`config.mk`:
```
export PLATFORM = sky130hd
export DESIGN_NAME = mem_arbiter
export DESIGN_NICKNAME = d
export VERILOG_FILES = /design/src/rtl/mem_arbiter_pkg.sv /design/src/rtl/mem_arbiter.sv
export SDC_FILE = /design/constraint.sdc
export NUM_CORES = 1
export LEC_CHECK = 0
export CORE_MARGIN = 10
export CORE_UTILIZATION = 53
export DETAILED_ROUTE_END_ITERATION = 8
export PLACE_DENSITY = 0.88
export SYNTH_ARGS = -nofsm -noshare
export SYNTH_HDL_FRONTEND = slang
export SYNTH_SLANG_ARGS = --single-unit
export TNS_END_PERCENT = 5
```
`constraint.sdc`:
```
create_clock -name clk -period 8.4 [get_ports clk]
set_input_delay 2.52 -clock clk [delete_from_list [all_inputs] [get_ports clk]]
set_output_delay 2.52 -clock clk [all_outputs]
set_load 0.005 [all_outputs]
```
`src/rtl/mem_arbiter_pkg.sv`:
```
// mem_arbiter_pkg
// Shared definitions for the instruction-fetch / data-access arbiter in front
// of a byte-wide RAM: FSM state encoding, request ownership, mem_rw and
// mem_size codes, bus widths and the size-to-byte-count helper.
package mem_arbiter_pkg;

  localparam int BYTE_W = 8;
  localparam int CNT_W  = 3;
  localparam int RW_W   = 2;
  localparam int SIZE_W = 2;

  typedef enum logic [2:0] {
    ST_IDLE   = 3'd0,
    ST_IF_RD  = 3'd1,
    ST_MEM_RD = 3'd2,
    ST_MEM_WR = 3'd3,
    ST_DONE   = 3'd4
  } state_e;

  typedef enum logic {
    OWN_IF  = 1'b0,
    OWN_MEM = 1'b1
  } owner_e;

  localparam logic [RW_W-1:0] RW_LOAD  = 2'b01;
  localparam logic [RW_W-1:0] RW_STORE = 2'b10;

  localparam logic [SIZE_W-1:0] SIZE_BYTE = 2'b00;
  localparam logic [SIZE_W-1:0] SIZE_HALF = 2'b01;
  localparam logic [SIZE_W-1:0] SIZE_WORD = 2'b10;

  localparam logic [CNT_W-1:0] NB_BYTE = 3'd1;
  localparam logic [CNT_W-1:0] NB_HALF = 3'd2;
  localparam logic [CNT_W-1:0] NB_WORD = 3'd4;

  // Size code 11 is treated as a word transfer.
  function automatic logic [CNT_W-1:0] size_to_bytes(input logic [SIZE_W-1:0] size);
    case (size)
      SIZE_BYTE: return NB_BYTE;
      SIZE_HALF: return NB_HALF;
      SIZE_WORD: return NB_WORD;
      default:   return NB_WORD;
    endcase
  endfunction

endpackage

```
`src/rtl/mem_arbiter.sv`:
```
// mem_arbiter
// Arbitrates an instruction-fetch port (always 4-byte reads) and a data port
// (1/2/4-byte loads and stores) onto a byte-wide RAM with one cycle of read
// latency. Data port wins ties; a running transfer is never preempted.
// Transfers are little-endian, byte k at latched_addr + k (wrapping).
//
// Ports
//   clk, rst_n                 clock, async active-low reset
//   if_req/if_addr/if_flush    fetch request, address, abort
//   if_done/if_inst            fetch-complete pulse, fetched word
//   mem_req/mem_rw/mem_addr/
//   mem_size/mem_wdata         data access request (rw 01 load, 10 store)
//   mem_done/mem_rdata         access-complete pulse, zero-extended load data
//   ram_rw/ram_addr/ram_wdata  byte RAM command (rw 1 = write)
//   ram_rdata                  byte RAM read data, valid one cycle after addr
//
// Build option: ARB_FLUSH_EN makes if_flush abort a fetch in IF_RD and
// suppress if_req in IDLE. Without it if_flush is ignored.
//
// state     | meaning
// IDLE      | sample requests, latch winner
// IF_RD     | fetch read, byte k addressed at cnt=k, captured at cnt=k+1
// MEM_RD    | data load, same timing as IF_RD
// MEM_WR    | data store, one byte written per cycle
// DONE      | one-cycle completion pulse to owner, RAM idle
module mem_arbiter
  import mem_arbiter_pkg::*;
#(
  parameter int ADDR_W = 32,
  parameter int DATA_W = 32
) (
  input  logic              clk,
  input  logic              rst_n,
  input  logic              if_req,
  input  logic [ADDR_W-1:0] if_addr,
  output logic              if_done,
  output logic [DATA_W-1:0] if_inst,
  input  logic              if_flush,
  input  logic              mem_req,
  input  logic [RW_W-1:0]   mem_rw,
  input  logic [ADDR_W-1:0] mem_addr,
  input  logic [SIZE_W-1:0] mem_size,
  input  logic [DATA_W-1:0] mem_wdata,
  output logic              mem_done,
  output logic [DATA_W-1:0] mem_rdata,
  output logic              ram_rw,
  output logic [ADDR_W-1:0] ram_addr,
  output logic [BYTE_W-1:0] ram_wdata,
  input  logic [BYTE_W-1:0] ram_rdata
);

  state_e            state_q, state_d;
  logic [CNT_W-1:0]  cnt_q, cnt_d;
  owner_e            owner_q;
  logic [ADDR_W-1:0] addr_q;
  logic [CNT_W-1:0]  nbytes_q;
  logic [DATA_W-1:0] wdata_q;
  logic [DATA_W-1:0] buf_q;
  logic [DATA_W-1:0] if_inst_q;
  logic [DATA_W-1:0] mem_rdata_q;

  logic              flush_act;
  logic              mem_valid;
  logic              if_valid;
  logic              rd_active;
  logic              capture;
  logic              last_rd;
  logic [1:0]        rd_idx;
  logic [DATA_W-1:0] rd_merged;

`ifdef ARB_FLUSH_EN
  assign flush_act = if_flush;
`else
  logic unused_if_flush;
  assign unused_if_flush = if_flush;
  assign flush_act       = 1'b0;
`endif

  assign mem_valid = mem_req && ((mem_rw == RW_LOAD) || (mem_rw == RW_STORE));
  assign if_valid  = if_req && !flush_act;

  // A flushed fetch must not capture, so the final if_inst write is gated too.
  assign rd_active = ((state_q == ST_IF_RD) && !flush_act) || (state_q == ST_MEM_RD);
  assign capture   = rd_active && (cnt_q != '0);
  assign last_rd   = rd_active && (cnt_q == nbytes_q);

  // Data arriving at cnt=k belongs to byte k-1; the last byte is merged
  // combinationally so it lands in the owner's register on the same edge.
  assign rd_idx = cnt_q[1:0] - 2'(1);
  always_comb begin
    rd_merged = buf_q;
    rd_merged[{rd_idx, 3'b000} +: BYTE_W] = ram_rdata;
  end

  // State register
  always_ff @(posedge clk or negedge rst_n) begin
    if (!rst_n) begin
      state_q <= ST_IDLE;
      cnt_q   <= '0;
    end else begin
      state_q <= state_d;
      cnt_q   <= cnt_d;
    end
  end

  // Next state
  always_comb begin
    state_d = state_q;
    cnt_d   = cnt_q;
    case (state_q)
      ST_IDLE: begin
        cnt_d = '0;
        if (mem_valid) begin
          state_d = (mem_rw == RW_LOAD) ? ST_MEM_RD : ST_MEM_WR;
        end else if (if_valid) begin
          state_d = ST_IF_RD;
        end
      end
      ST_IF_RD: begin
        cnt_d = cnt_q + CNT_W'(1);
        if (flush_act) begin
          state_d = ST_IDLE;
          cnt_d   = '0;
        end else if (cnt_q == nbytes_q) begin
          state_d = ST_DONE;
          cnt_d   = '0;
        end
      end
      ST_MEM_RD: begin
        cnt_d = cnt_q + CNT_W'(1);
        if (cnt_q == nbytes_q) begin
          state_d = ST_DONE;
          cnt_d   = '0;
        end
      end
      ST_MEM_WR: begin
        cnt_d = cnt_q + CNT_W'(1);
        if (cnt_q == (nbytes_q - CNT_W'(1))) begin
          state_d = ST_DONE;
          cnt_d   = '0;
        end
      end
      ST_DONE: begin
        state_d = ST_IDLE;
        cnt_d   = '0;
      end
      default: begin
        state_d = ST_IDLE;
        cnt_d   = '0;
      end
    endcase
  end

  // Outputs
  always_comb begin
    ram_rw    = 1'b0;
    ram_addr  = '0;
    ram_wdata = '0;
    if_done   = 1'b0;
    mem_done  = 1'b0;
    case (state_q)
      ST_IF_RD, ST_MEM_RD: begin
        if (cnt_q < nbytes_q) ram_addr = addr_q + ADDR_W'(cnt_q);
      end
      ST_MEM_WR: begin
        ram_rw    = 1'b1;
        ram_addr  = addr_q + ADDR_W'(cnt_q);
        ram_wdata = wdata_q[{cnt_q[1:0], 3'b000} +: BYTE_W];
      end
      ST_DONE: begin
        if_done  = (owner_q == OWN_IF);
        mem_done = (owner_q == OWN_MEM);
      end
      default: ;
    endcase
  end

  // Request latch and byte assembler
  always_ff @(posedge clk or negedge rst_n) begin
    if (!rst_n) begin
      owner_q     <= OWN_IF;
      addr_q      <= '0;
      nbytes_q    <= '0;
      wdata_q     <= '0;
      buf_q       <= '0;
      if_inst_q   <= '0;
      mem_rdata_q <= '0;
    end else begin
      if (state_q == ST_IDLE) begin
        buf_q <= '0;
        if (mem_valid) begin
          owner_q  <= OWN_MEM;
          addr_q   <= mem_addr;
          nbytes_q <= size_to_bytes(mem_size);
          wdata_q  <= mem_wdata;
        end else if (if_valid) begin
          owner_q  <= OWN_IF;
          addr_q   <= if_addr;
          nbytes_q <= NB_WORD;
        end
      end
      if (capture) buf_q <= rd_merged;
      if (last_rd) begin
        if (owner_q == OWN_IF) if_inst_q <= rd_merged;
        else                   mem_rdata_q <= rd_merged;
      end
    end
  end

  assign if_inst   = if_inst_q;
  assign mem_rdata = mem_rdata_q;

endmodule

```
==> qor.csv <==
stage,metric,value,unit
yosys,Yosys top cell by area,dfrtp_1,
pwr,Sw Ratio,35.3,%
grt,largest net degree at the start of global routing,83,
clock_network,Clock Path Buffers,2,
cells_and_area,post-route non-filler standard cell count,1223,
yosys,Post-Syn Nets,938,
route,routed vias,6865,
yosys,"Distinct cells, synth",45,
floorplan,Core Region,15300,um^2
yosys,syn_area_per_cell,10.3,um^2
yosys,complex-gate fraction of the synthesized area,15.8,%
route,post-DR wirelength/cell,18.5,um
place,Detail Placement HPWL,16.3,mm
pwr,switching power,1380,uW
floorplan,Die X,145,um
grt,initial antenna violation count,0,
timing,Achievable Freq,0.161,GHz
timing,final worst setup slack,2.18,ns
timing,max_slew headroom,34.0,%
place,dpl ws,2.62,ns
clock_network,CTS tree,done,
timing,Max Slew Vio Count,0,
yosys,Post-Synth XOR/XNOR Area,1.55,%
route,Routed Antenna Nets,0,
pwr,final total power,3900,uW
pwr,VDD IR max,0.000208,V
yosys,number of synthesized flops with an enable pin,0,
yosys,simple-gate area share of the yosys netlist,15.0,%
pwr,Internal Power,2520,uW
yosys,Synth async-reset ratio,100,%
pwr,leak pwr,0.00463,uW
clock_network,CTS sink count,170,
clock_network,CTS H-tree depth,4,
place,GP Congestion,0.831,
yosys,Post-Synth Adder-Cell Area,2.35,%
timing,WHS,0.489,ns
floorplan,I/O pin count,220,
yosys,post-synthesis register bit count,170,
yosys,ys flop type,dfrtp_1,
route,Total Wirelength,22.6,mm
timing,setup_tns,0,ns
yosys,"count leader, synth",dfrtp_1,
timing,Clock Skew,0.0111,ns
route,Vias/cell,5.61,
cells_and_area,area grow syn2layout,35.0,%
hold_path,Worst Hold Class,reg2reg,
cells_and_area,Fillers,1112,
yosys,Post-Syn Area,8320,um^2
place,I/O Buffers,218,
route,DRC Markers,0,
pwr,sequential power share,36.6,%
clock_network,root buffer cell,clkbuf_16,
pwr,Logic pwr share,43.0,%
clock_network,clock latency on the worst-skew pair,0.44,ns
route,drt first pass iters,5,
timing,RSZ-0062 raised after global routing,false,
clock_network,Worst-path clk slew,0.07,ns
clock_network,cts hold-fix bufs,0,
timing,Setup Viol. Count Final,0,
yosys,YS warnings,0,
timing,fin crit share,74.0,%
floorplan,starting density of the core,54.3,%
clock_network,Num CTS Buffers,17,
grt,number of global-route vias before repair,7071,
setup_path,crit path kind,reg2out,
outcome,outcome,"complete, no violations",
timing,Slew @ Worst Pin,0.983,ns
grt,first-pass GRT wire length,37.2,mm
setup_path,element type at the critical path start,flip-flop,
timing,final hold violations,0,
yosys,sequential-to-total area share from yosys stat,51.2,%
floorplan,site row count,45,
yosys,synth cell count leaders,"170 x dfrtp_1, 121 x a21oi_1, 80 x nor2_1",
setup_path,Worst Setup End Kind,output port,
clock_network,Post-CTS Resized,0,
yosys,main combinational cell family by area after synthesis,compound AO/OA/AOI/OAI gates,
route,DR iter-0 viols,505,
pwr,pwr/cell area,347,nW/um^2
yosys,portion of netlist area occupied by mux cells,10.6,%
place,placed cells,1191,
yosys,dominant cells by area after synthesis,"dfrtp_1 51%, a21oi_1 7.3%, mux2_2 4.3%",
cells_and_area,antenna cells,0,
yosys,Yosys top cell area share,51.2,%
grt,GRT Residual Overflow,0,
floorplan,Die Ht,145,um
grt,total track usage,21.5,%
timing,Final Critical Period,6.22,ns
setup_path,"Arr. time, crit path",3.70,ns
cells_and_area,final net count,1127,
setup_path,CP Max Fanout,21,
yosys,Syn Inst Count,810,
pwr,Clock power frac,20.5,%
setup_path,CP Data Required Time,5.88,ns
clock_network,setup bufs post-CTS,0,
floorplan,Die ar.,21100,um^2
flow_run,Max-Cap Viols,0,
cells_and_area,layout cells sized above 1,9.09,%
-- logic make-up after synthesis --
logic type,after synthesis
and+or+nand+nor,243
AOI/OAI and AO/OA,223
DFF,170
muxes,74
buffers and inverters,72
adders and majority gates,15
xor gates and xnor gates,13
-- power groups by stage --
| stage | registers [uW] | clock network (uW) | logic, uW |
|---|---|---|---|
| finish | 1430 | 798 | 1680 |
| global route | 1480 | 845 | 1860 |
| CTS | 1430 | 808 | 1700 |
| detailed placement | 1440 | 0 | 1680 |
| global placement | 1420 | 0 | 1630 |
| floorplan | 1380 | 0 | 875 |
-- worst max-delay path, cell delays in order (launching register included) --
cell and delay [ns]:
dfrtp_1 0.83, fa_1 0.39, a21oi_2 0.08, or4_4 0.67, or4_1 0.55, a21oi_1 0.16
clkdlybuf4s50_1 0.57
-- metal layers --
metal	part of all wire [%]	up-vias	wire (um)	GRT usage (%)
met4	2.9	0	661	8.19
met5	0	-	0	0
met3	7.4	41	1690	6.67
li1	-	3281	-	-
met2	50	248	11200	35.7
met1	40	3295	9080	25.5
-- area by class of cell --
class | instances | area, um^2 | area share (%)
Sequential cell | 170 | 4250 | 37.9
Multi-Input combinational cell | 568 | 3800 | 33.9
Timing Repair Buffer | 227 | 2250 | 20.1
Clock buffer | 18 | 439 | 3.91
Tap cell | 211 | 264 | 2.35
Clock inverter | 14 | 160 | 1.43
Inverter | 15 | 56.3 | 0.502
-- worst paths after layout --
path                            slack [ns]           end       from  cells after the start
worst max-delay path                  2.18  ram_addr[30]   cnt_q[1]                      6
worst min-delay path                  0.49     addr_q[0]  addr_q[0]                      2
worst max register to register        5.49     buf_q[12]   cnt_q[1]                      6
worst min register to register        0.49     addr_q[0]  addr_q[0]                      2
max in group asynchronous             5.18     addr_q[8]      rst_n                      2
min in group asynchronous             2.12     buf_q[11]      rst_n                      1
-- through the flow --
stage | util, % | instance area (um^2)
6_report | 73.3 | 11200
5_1_grt | 73.3 | 11200
4_1_cts | 73.3 | 11200
3_5_place_dp | 69.4 | 10600
3_3_place_gp | 69.4 | 10600
2_1_floorplan | - | 8320
-- flip-flops by register name (all words and copies together), names as in the netlist --
signal	flops
mem_rdata	32
state_q	3
nbytes_q	3
buf_q	32
owner_q	1
cnt_q	3
wdata_q	32
addr_q	32
if_inst	32
-- layout by cell type, fill, tap and decap left out, drive strengths merged, types with 13 or more instances in the layout --
cell type,count
inv,20
mux2,32
a21oi,122
o21ai,43
or4,16
nor2b,35
clkdlybuf4s50,217
dfrtp,170
nor2,80
clkbuf,18
a22o,33
and2,13
o31ai,16
ha,14
nand2,50
mux2i,34
Note: power is estimated with default switching activity, not from simulation.
